**src/rtl/cve2_obi_arbiter.sv**
```systemverilog
// cve2_obi_arbiter
//   Two-to-one OBI arbiter. It merges the core fetch port (instr_*) and the
//   LSU port (data_*) onto one shared memory master port (mem_*).
//   - Arbitration is round-robin between the two sources.
//   - Once a request is presented and not yet granted, the winner is locked,
//     so the address-phase signals stay stable until the grant.
//   - A small circular FIFO records the source of each accepted request.
//     Responses are routed back in issue order with no added latency.
//
// Parameters
//   MaxOutstanding : depth of the response-routing FIFO (1..4)
//   ResetWinner    : source treated as last winner after reset (0 instr, 1 data)
//
// Ports
//   clk_i, rst_i      : clock, synchronous active-high reset
//   instr_*           : fetch-side OBI slave (read only)
//   data_*            : LSU-side OBI slave
//   mem_*             : shared OBI master
//   protocol_err_o    : sticky; a response arrived with nothing outstanding
module cve2_obi_arbiter #(
  parameter int unsigned MaxOutstanding = 2,
  parameter logic        ResetWinner    = 1'b0
) (
  input  logic        clk_i,
  input  logic        rst_i,

  input  logic        instr_req_i,
  output logic        instr_gnt_o,
  output logic        instr_rvalid_o,
  input  logic [31:0] instr_addr_i,
  output logic [31:0] instr_rdata_o,
  output logic        instr_err_o,

  input  logic        data_req_i,
  output logic        data_gnt_o,
  output logic        data_rvalid_o,
  input  logic        data_we_i,
  input  logic [3:0]  data_be_i,
  input  logic [31:0] data_addr_i,
  input  logic [31:0] data_wdata_i,
  output logic [31:0] data_rdata_o,
  output logic        data_err_o,

  output logic        mem_req_o,
  input  logic        mem_gnt_i,
  input  logic        mem_rvalid_i,
  output logic        mem_we_o,
  output logic [3:0]  mem_be_o,
  output logic [31:0] mem_addr_o,
  output logic [31:0] mem_wdata_o,
  input  logic [31:0] mem_rdata_i,
  input  logic        mem_err_i,

  output logic        protocol_err_o
);

  localparam int unsigned CntW = $clog2(MaxOutstanding + 1);
  localparam int unsigned PtrW = (MaxOutstanding > 1) ? $clog2(MaxOutstanding) : 1;

  typedef enum logic {
    SRC_INSTR = 1'b0,
    SRC_DATA  = 1'b1
  } src_e;

  src_e            fifo_q [MaxOutstanding];
  logic [PtrW-1:0] wptr_q, wptr_d;
  logic [PtrW-1:0] rptr_q, rptr_d;
  logic [CntW-1:0] cnt_q,  cnt_d;
  logic            lock_q, lock_d;
  src_e            lock_src_q, lock_src_d;
  src_e            last_q, last_d;
  logic            perr_q, perr_d;

  src_e            winner;
  src_e            head;
  logic            full, empty;
  logic            push, pop;

  // Fullness comes from registered occupancy only, so a pop in this cycle
  // does not let a new request through until the next cycle.
  assign full  = (cnt_q == CntW'(MaxOutstanding));
  assign empty = (cnt_q == '0);
  assign head  = fifo_q[rptr_q];

  always_comb begin
    winner = SRC_INSTR;
    if (lock_q) begin
      winner = lock_src_q;
    end else if (instr_req_i && data_req_i) begin
      winner = (last_q == SRC_INSTR) ? SRC_DATA : SRC_INSTR;
    end else if (data_req_i) begin
      winner = SRC_DATA;
    end
  end

  assign mem_req_o = (instr_req_i | data_req_i) & ~full & ~rst_i;

  always_comb begin
    mem_we_o    = 1'b0;
    mem_be_o    = 4'hF;
    mem_addr_o  = instr_addr_i;
    mem_wdata_o = '0;
    if (winner == SRC_DATA) begin
      mem_we_o    = data_we_i;
      mem_be_o    = data_be_i;
      mem_addr_o  = data_addr_i;
      mem_wdata_o = data_wdata_i;
    end
  end

  assign push = mem_req_o & mem_gnt_i;
  assign pop  = mem_rvalid_i & ~empty & ~rst_i;

  assign instr_gnt_o    = push & (winner == SRC_INSTR);
  assign data_gnt_o     = push & (winner == SRC_DATA);
  assign instr_rvalid_o = pop & (head == SRC_INSTR);
  assign data_rvalid_o  = pop & (head == SRC_DATA);

  assign instr_rdata_o  = mem_rdata_i;
  assign data_rdata_o   = mem_rdata_i;
  assign instr_err_o    = mem_err_i;
  assign data_err_o     = mem_err_i;
  assign protocol_err_o = perr_q;

  always_comb begin
    wptr_d     = wptr_q;
    rptr_d     = rptr_q;
    cnt_d      = cnt_q;
    lock_d     = lock_q;
    lock_src_d = lock_src_q;
    last_d     = last_q;
    perr_d     = perr_q;

    if (push) begin
      wptr_d = (wptr_q == PtrW'(MaxOutstanding - 1)) ? '0 : wptr_q + 1'b1;
      last_d = winner;
      lock_d = 1'b0;
    end else if (mem_req_o) begin
      lock_d     = 1'b1;
      lock_src_d = winner;
    end

    if (pop) begin
      rptr_d = (rptr_q == PtrW'(MaxOutstanding - 1)) ? '0 : rptr_q + 1'b1;
    end

    if (push && !pop) begin
      cnt_d = cnt_q + 1'b1;
    end else if (pop && !push) begin
      cnt_d = cnt_q - 1'b1;
    end

    if (mem_rvalid_i && empty) begin
      perr_d = 1'b1;
    end
  end

  always_ff @(posedge clk_i) begin
    if (rst_i) begin
      wptr_q     <= '0;
      rptr_q     <= '0;
      cnt_q      <= '0;
      lock_q     <= 1'b0;
      lock_src_q <= SRC_INSTR;
      last_q     <= src_e'(ResetWinner);
      perr_q     <= 1'b0;
    end else begin
      wptr_q     <= wptr_d;
      rptr_q     <= rptr_d;
      cnt_q      <= cnt_d;
      lock_q     <= lock_d;
      lock_src_q <= lock_src_d;
      last_q     <= last_d;
      perr_q     <= perr_d;
    end
  end

  // FIFO storage needs no reset; entries are only read while occupied.
  always_ff @(posedge clk_i) begin
    if (push) begin
      fifo_q[wptr_q] <= winner;
    end
  end

endmodule

```
**config.mk**
```make
export PLATFORM = sky130hd
export DESIGN_NAME = cve2_obi_arbiter
export DESIGN_NICKNAME = d
export VERILOG_FILES = /design/src/rtl/cve2_obi_arbiter.sv
export SDC_FILE = /design/constraint.sdc
export NUM_CORES = 1
export LEC_CHECK = 0
export ABC_CLOCK_PERIOD_IN_PS = 2970
export BUFFER_PORTS_ARGS = -buffer_cell sky130_fd_sc_hd__buf_2
export CORE_AREA = 3 3 107 109
export CTS_BUF_LIST = sky130_fd_sc_hd__clkbuf_4
export CTS_CLUSTER_SIZE = 30
export DETAILED_ROUTE_END_ITERATION = 6
export DIE_AREA = 0 0 110 112
export PLACE_DENSITY_LB_ADDON = 0.2
export RECOVER_POWER = 25
export SYNTH_ARGS = -nofsm -noshare
export SYNTH_HDL_FRONTEND = slang
export SYNTH_SLANG_ARGS = --single-unit
export TNS_END_PERCENT = 5
```
**constraint.sdc**
```tcl
create_clock -name clk_i -period 2.97 [get_ports clk_i]
set_input_delay 0.297 -clock clk_i [delete_from_list [all_inputs] [get_ports clk_i]]
set_output_delay 0.297 -clock clk_i [all_outputs]
set_load 0.005 [all_outputs]
```
Yosys cells after proc, flatten, opt, wreduce, memory -nomap -nowiden
Memories as Yosys holds them, arrays and structs flattened. A register that Yosys moved wholly into a read port is not among the register bits.
Index checks and enable logic that the tools add are counted.
- add/subtract/negate cells: 4
- $mul: 0
- divide/modulo/power cells: 0
- $lt $le $gt $ge: 0
- equality and inequality tests: 1
- shift-type cells: 0
- muxes and demuxes: 16
- bitwise operators: 16
- reduce and logical (&&, ||, !) cells: 10
- operators with widths (kind ; number):
    two-way mux 32 bit ; 2
    two-way mux 1 bit ; 11
    bitwise AND 1 bit ; 9
    inverter 1 bit ; 6
    logical AND 1 bit ; 4
    two-way mux 2 bit ; 2
    two-way mux 4 bit ; 1
    adder 1 bit (second input constant) ; 2
    adder 2 x 1 -> 2 bit (second input constant) ; 1
    == test 2 bit (second input constant) ; 1
    logical NOT 1 bit ; 2
    logical NOT 2 bit ; 1
    AND reduction 2 bit ; 1
    nonzero test 2 bit ; 1
    OR reduction 2 bit ; 1
    subtractor 2 x 1 -> 2 bit (second input constant) ; 1
    bitwise OR 1 bit ; 1
- flip-flop bits (word level): 8
- latch bits: 0
- memory bits (writable): 2
- memory bits (read-only): 0
- input bits: 140
- memories: 1
- memories (memory ; words ; width ; read ports ; clocked after Yosys merged registers in ; wr ports ; RTL line ; RTL):
    fifo_q ; 2 ; 1 ; 1 ; 1 ; 1 ; 65 ; src_e fifo_q [MaxOutstanding];

Logic depth before layout (Yosys ltp)
- depth after elaboration: 9
- mapped depth: 8
- gate-level depth less buffers: 7

Worst setup path after synthesis
OpenSTA, ideal clock, no wires.
- path type: input to register
- from: in rst_i
- to: reg cnt_q[1]
- library setup time: 70 ps
- arrival time: 1606 ps
- required time: 2900 ps
- slack: 1294 ps
- stages on the path: 7
- buffers on the path: 1
- path through: buf_2 -> nor2b_1 -> nand3b_1 -> inv_1 -> ha_1 -> or3_1 -> a21oi_1
- longest elaborated chain between the ends: 6
- RTL lines (element ; RTL line ; RTL):
    start, declared ; 25 ; input logic rst_i,
    inverter 1 bit (*) ; 96 ; assign mem_req_o = (instr_req_i | data_req_i) & ~full & ~rst_i;
    bitwise AND 1 bit (*) ; 96 ;
    bitwise AND 1 bit (*) ; 111 ; assign push = mem_req_o & mem_gnt_i;
    via push ; 77 ; logic push, pop;
    logical NOT 1 bit ; 149 ; end else if (pop && !push) begin
    logical AND 1 bit ; 149 ;
    nonzero test 2 bit (no source line) ; -- ;
    end signal, assigned ; 170 ; cnt_q <= cnt_d;
    end, declared ; 68 ; logic [CntW-1:0] cnt_q, cnt_d;
Mark *: on every way through the listed nets, which the timed path passes. The rest lies on a longest branch.
A chain may end at the register's enable or synchronous reset.

Final worst setup path
- from: reg lock_q
- to: out mem_wdata_o[12]
- longest elaborated chain between the ends: 2
- RTL lines (element ; RTL line ; RTL):
    start, declared ; 69 ; logic lock_q, lock_d;
    start signal, assigned ; 171 ; lock_q <= lock_d;
    two-way mux 1 bit ; 87 ; if (lock_q) begin
    two-way mux 32 bit ; 103 ; if (winner == SRC_DATA) begin
    end, declared ; 50 ; output logic [31:0] mem_wdata_o,
Every way passes these cells.

==> results.sh <==
export IMPL_start_util_pct=15.4
export IMPL_io_buffer_count=181
export IMPL_die_w_um=110
export IMPL_remaining_drc_errors=0
export IMPL_startpoint="lock_q"
export IMPL_ys_async_sr_fraction_pct=0
export IMPL_syn_inst=197
export IMPL_ys_seq_area_share_pct=14.6
export IMPL_final_period_utilization_pct=79.3
export IMPL_cts_tree="built"
export IMPL_setup_violations=0
export IMPL_clock_fmax_mhz=425
export IMPL_power_density_nw_per_um2=302
export IMPL_ys_ff_latch=11
export IMPL_fin_setup_tns_ps=0
export IMPL_worstReg2RegStart="cnt_q[0]"
export IMPL_grt_pass1_wl_um=7480
export IMPL_path_cells="nor2b_1 > a22oi_4 > buf_4 > inv_2 > and2_1 > buf_2"
export IMPL_place_hpwl_um=4680
export IMPL_overflow=0
export IMPL_fp_dieArea_um2=12300
export IMPL_r2r_cells=6
export IMPL_layoutNonFillerInstCount=449
export IMPL_routabilityCongestion=0.746
export IMPL_yosysWarnings=0
export IMPL_slew_viol_final=0
export IMPL_min_path_type="input port to flip-flop"
export IMPL_clk_latency_ps=260
export IMPL_slew_headroom_pct=67.2
export IMPL_root_buffer="clkbuf_4"
export IMPL_via_per_inst=3.59
export IMPL_period_needed_ps=2350
export IMPL_finalPower_w=0.000670
export IMPL_synth_edf_count=2
export IMPL_syn_area_um2=1640
export IMPL_cts_resized=0
export IMPL_area_growth_pct=34.8
export IMPL_synth_top_area_share_pct=31.5
export IMPL_ys_types=25
export IMPL_arrival_ps=2060
export IMPL_rsz0062_at_grt="false"
export IMPL_cp_required_ps=2670
export IMPL_critPathKind="flip-flop to output pin"
export IMPL_fin_area_um2=2220
export IMPL_grt_util_all_layers_pct=7.63
export IMPL_ioPinCount=281
export IMPL_post_drt_wl_per_cell_um=11.8
export IMPL_grt_antenna_before_repair=0
export IMPL_end_kind="output pin"
export IMPL_synth_commonest_cells="buf_4 (69), and2_1 (34), mux2_2 (32)"
export IMPL_dpl_cell_area_um2=2190
export IMPL_ys_flop_type="dfxtp_1"
export IMPL_grt_max_degree=41
export IMPL_h_tree_depth=1
export IMPL_ant_nets=0
export IMPL_num_vias=1613
export IMPL_synthTopCellsByArea="buf_4 (32%), mux2_2 (22%), and2_1 (13%)"
export IMPL_finalClockSkew_ps=4.18
export IMPL_cts_buffers_inserted=3
export IMPL_clock_sinks=11
export IMPL_die_h_um=112
export IMPL_syn_avg_cell_area_um2=8.35
export IMPL_synth_most_common_cell="buf_4"
export IMPL_crit_cells=6
export IMPL_hold_violations=0
export IMPL_critPathTopFamily="buffers and inverters"
export IMPL_path_buf_inv=3
export IMPL_dp_cells=445
export IMPL_drive_above_1_share_pct=71.2
export IMPL_core_area_um2=10700
export IMPL_ir_drop_mv=0.101
export IMPL_start_kind="flip-flop"
export IMPL_syn_nets=338
export IMPL_first_global_vias=1530
export IMPL_cp_slowest_cell="dfxtp_1"
export IMPL_drv_cap=0
export IMPL_post_cts_buffers=0
export IMPL_antenna_cells=0
export IMPL_r2r_setup_slack_ps=1100
export IMPL_yosys_area_top_type="buf_4"
export IMPL_p_leak_nw=1.22
export IMPL_status="finished clean"
export IMPL_first_iter_violations=21
export IMPL_slowest_delay_ps=410
export IMPL_hp_start="mem_gnt_i"
export IMPL_final_nets=451
export IMPL_drt_first_pass_iters=4
export IMPL_clk_pin_slew_worst_paths_ps=70
export IMPL_hold_path_cell_count=2
export IMPL_rows=38
export IMPL_tightest_slew_ps=492
export IMPL_worstPathMaxFanout=40
export IMPL_clk_path_buf_depth=2
export IMPL_wl_um=5310
export IMPL_postCtsHoldBufs=0
per-stage QoR:
stage	setup slack [ps]	util (%)	hold WS, ps
after floorplan	1290	-	400
after global placement	850	20.4	449
after detailed placement	792	20.4	462
after CTS	541	20.7	241
after global routing	418	20.7	260
final	616	20.7	249
registers in the layout, summed over array words and instances, names as in the netlist, named ones only:
| register | flops |
|---|---|
| cnt_q | 2 |
| fifo_q | 2 |
| last_q | 1 |
| lock_q | 1 |
| lock_src_q | 1 |
| protocol_err_o | 1 |
| rptr_q | 1 |
| wptr_q | 1 |
final cells by class:
type	count	area (µm²)
Clock buffer	4	30.0
Timing Repair Buffer	182	913
Multi-Input combinational cell	108	842
Inverter	4	15.0
Fill cell	1198	8480
Sequential cell	11	240
Tap cell	140	175
layout by cell type (no fill, tap or decap), types with 4 or more instances in the layout:
| master | synthesis | layout |
|---|---|---|
| nand2b_1 | 6 | 6 |
| and2_1 | 34 | 34 |
| buf_2 | 2 | 181 |
| nor2_1 | 11 | 11 |
| mux2_2 | 32 | 32 |
| clkbuf_4 | 0 | 4 |
| nor2b_1 | 4 | 4 |
| dfxtp_1 | 9 | 9 |
path summary, 6_finish.rpt:
path | endpoint
hold reg to reg | last_q
setup / recovery | mem_wdata_o[12]
hold / removal | lock_src_q
setup reg to reg | cnt_q[1]
where the power goes:
group,total (W),switching [W],internal (W),leakage (nW)
logic,0.000370,0.000158,0.000212,1.11
clock network,0.000110,0.0000494,0.0000610,0.0184
registers,0.000189,0.0000169,0.000172,0.0927
kinds of logic after synthesis:
group	share of synthesized area, %
buffers and inverters	34.2
and+or+nand+nor	20.8
muxes	23.7
DFF	14.6
AOI/OAI and AO/OA	4.34
xor gates and xnor gates	1.60
adders and majority gates	0.761
per-layer routing:
| metal | vias to the layer above | GRT usage (%) | part of all wire, % |
|---|---|---|---|
| li1 | 792 | - | - |
| met1 | 662 | 8.10 | 35 |
| met2 | 154 | 14.4 | 50 |
| met3 | 5 | 2.38 | 15 |
| met4 | 0 | 1.58 | 0.94 |
| met5 | - | 0 | 0 |
(Power assumes the default switching activity.)
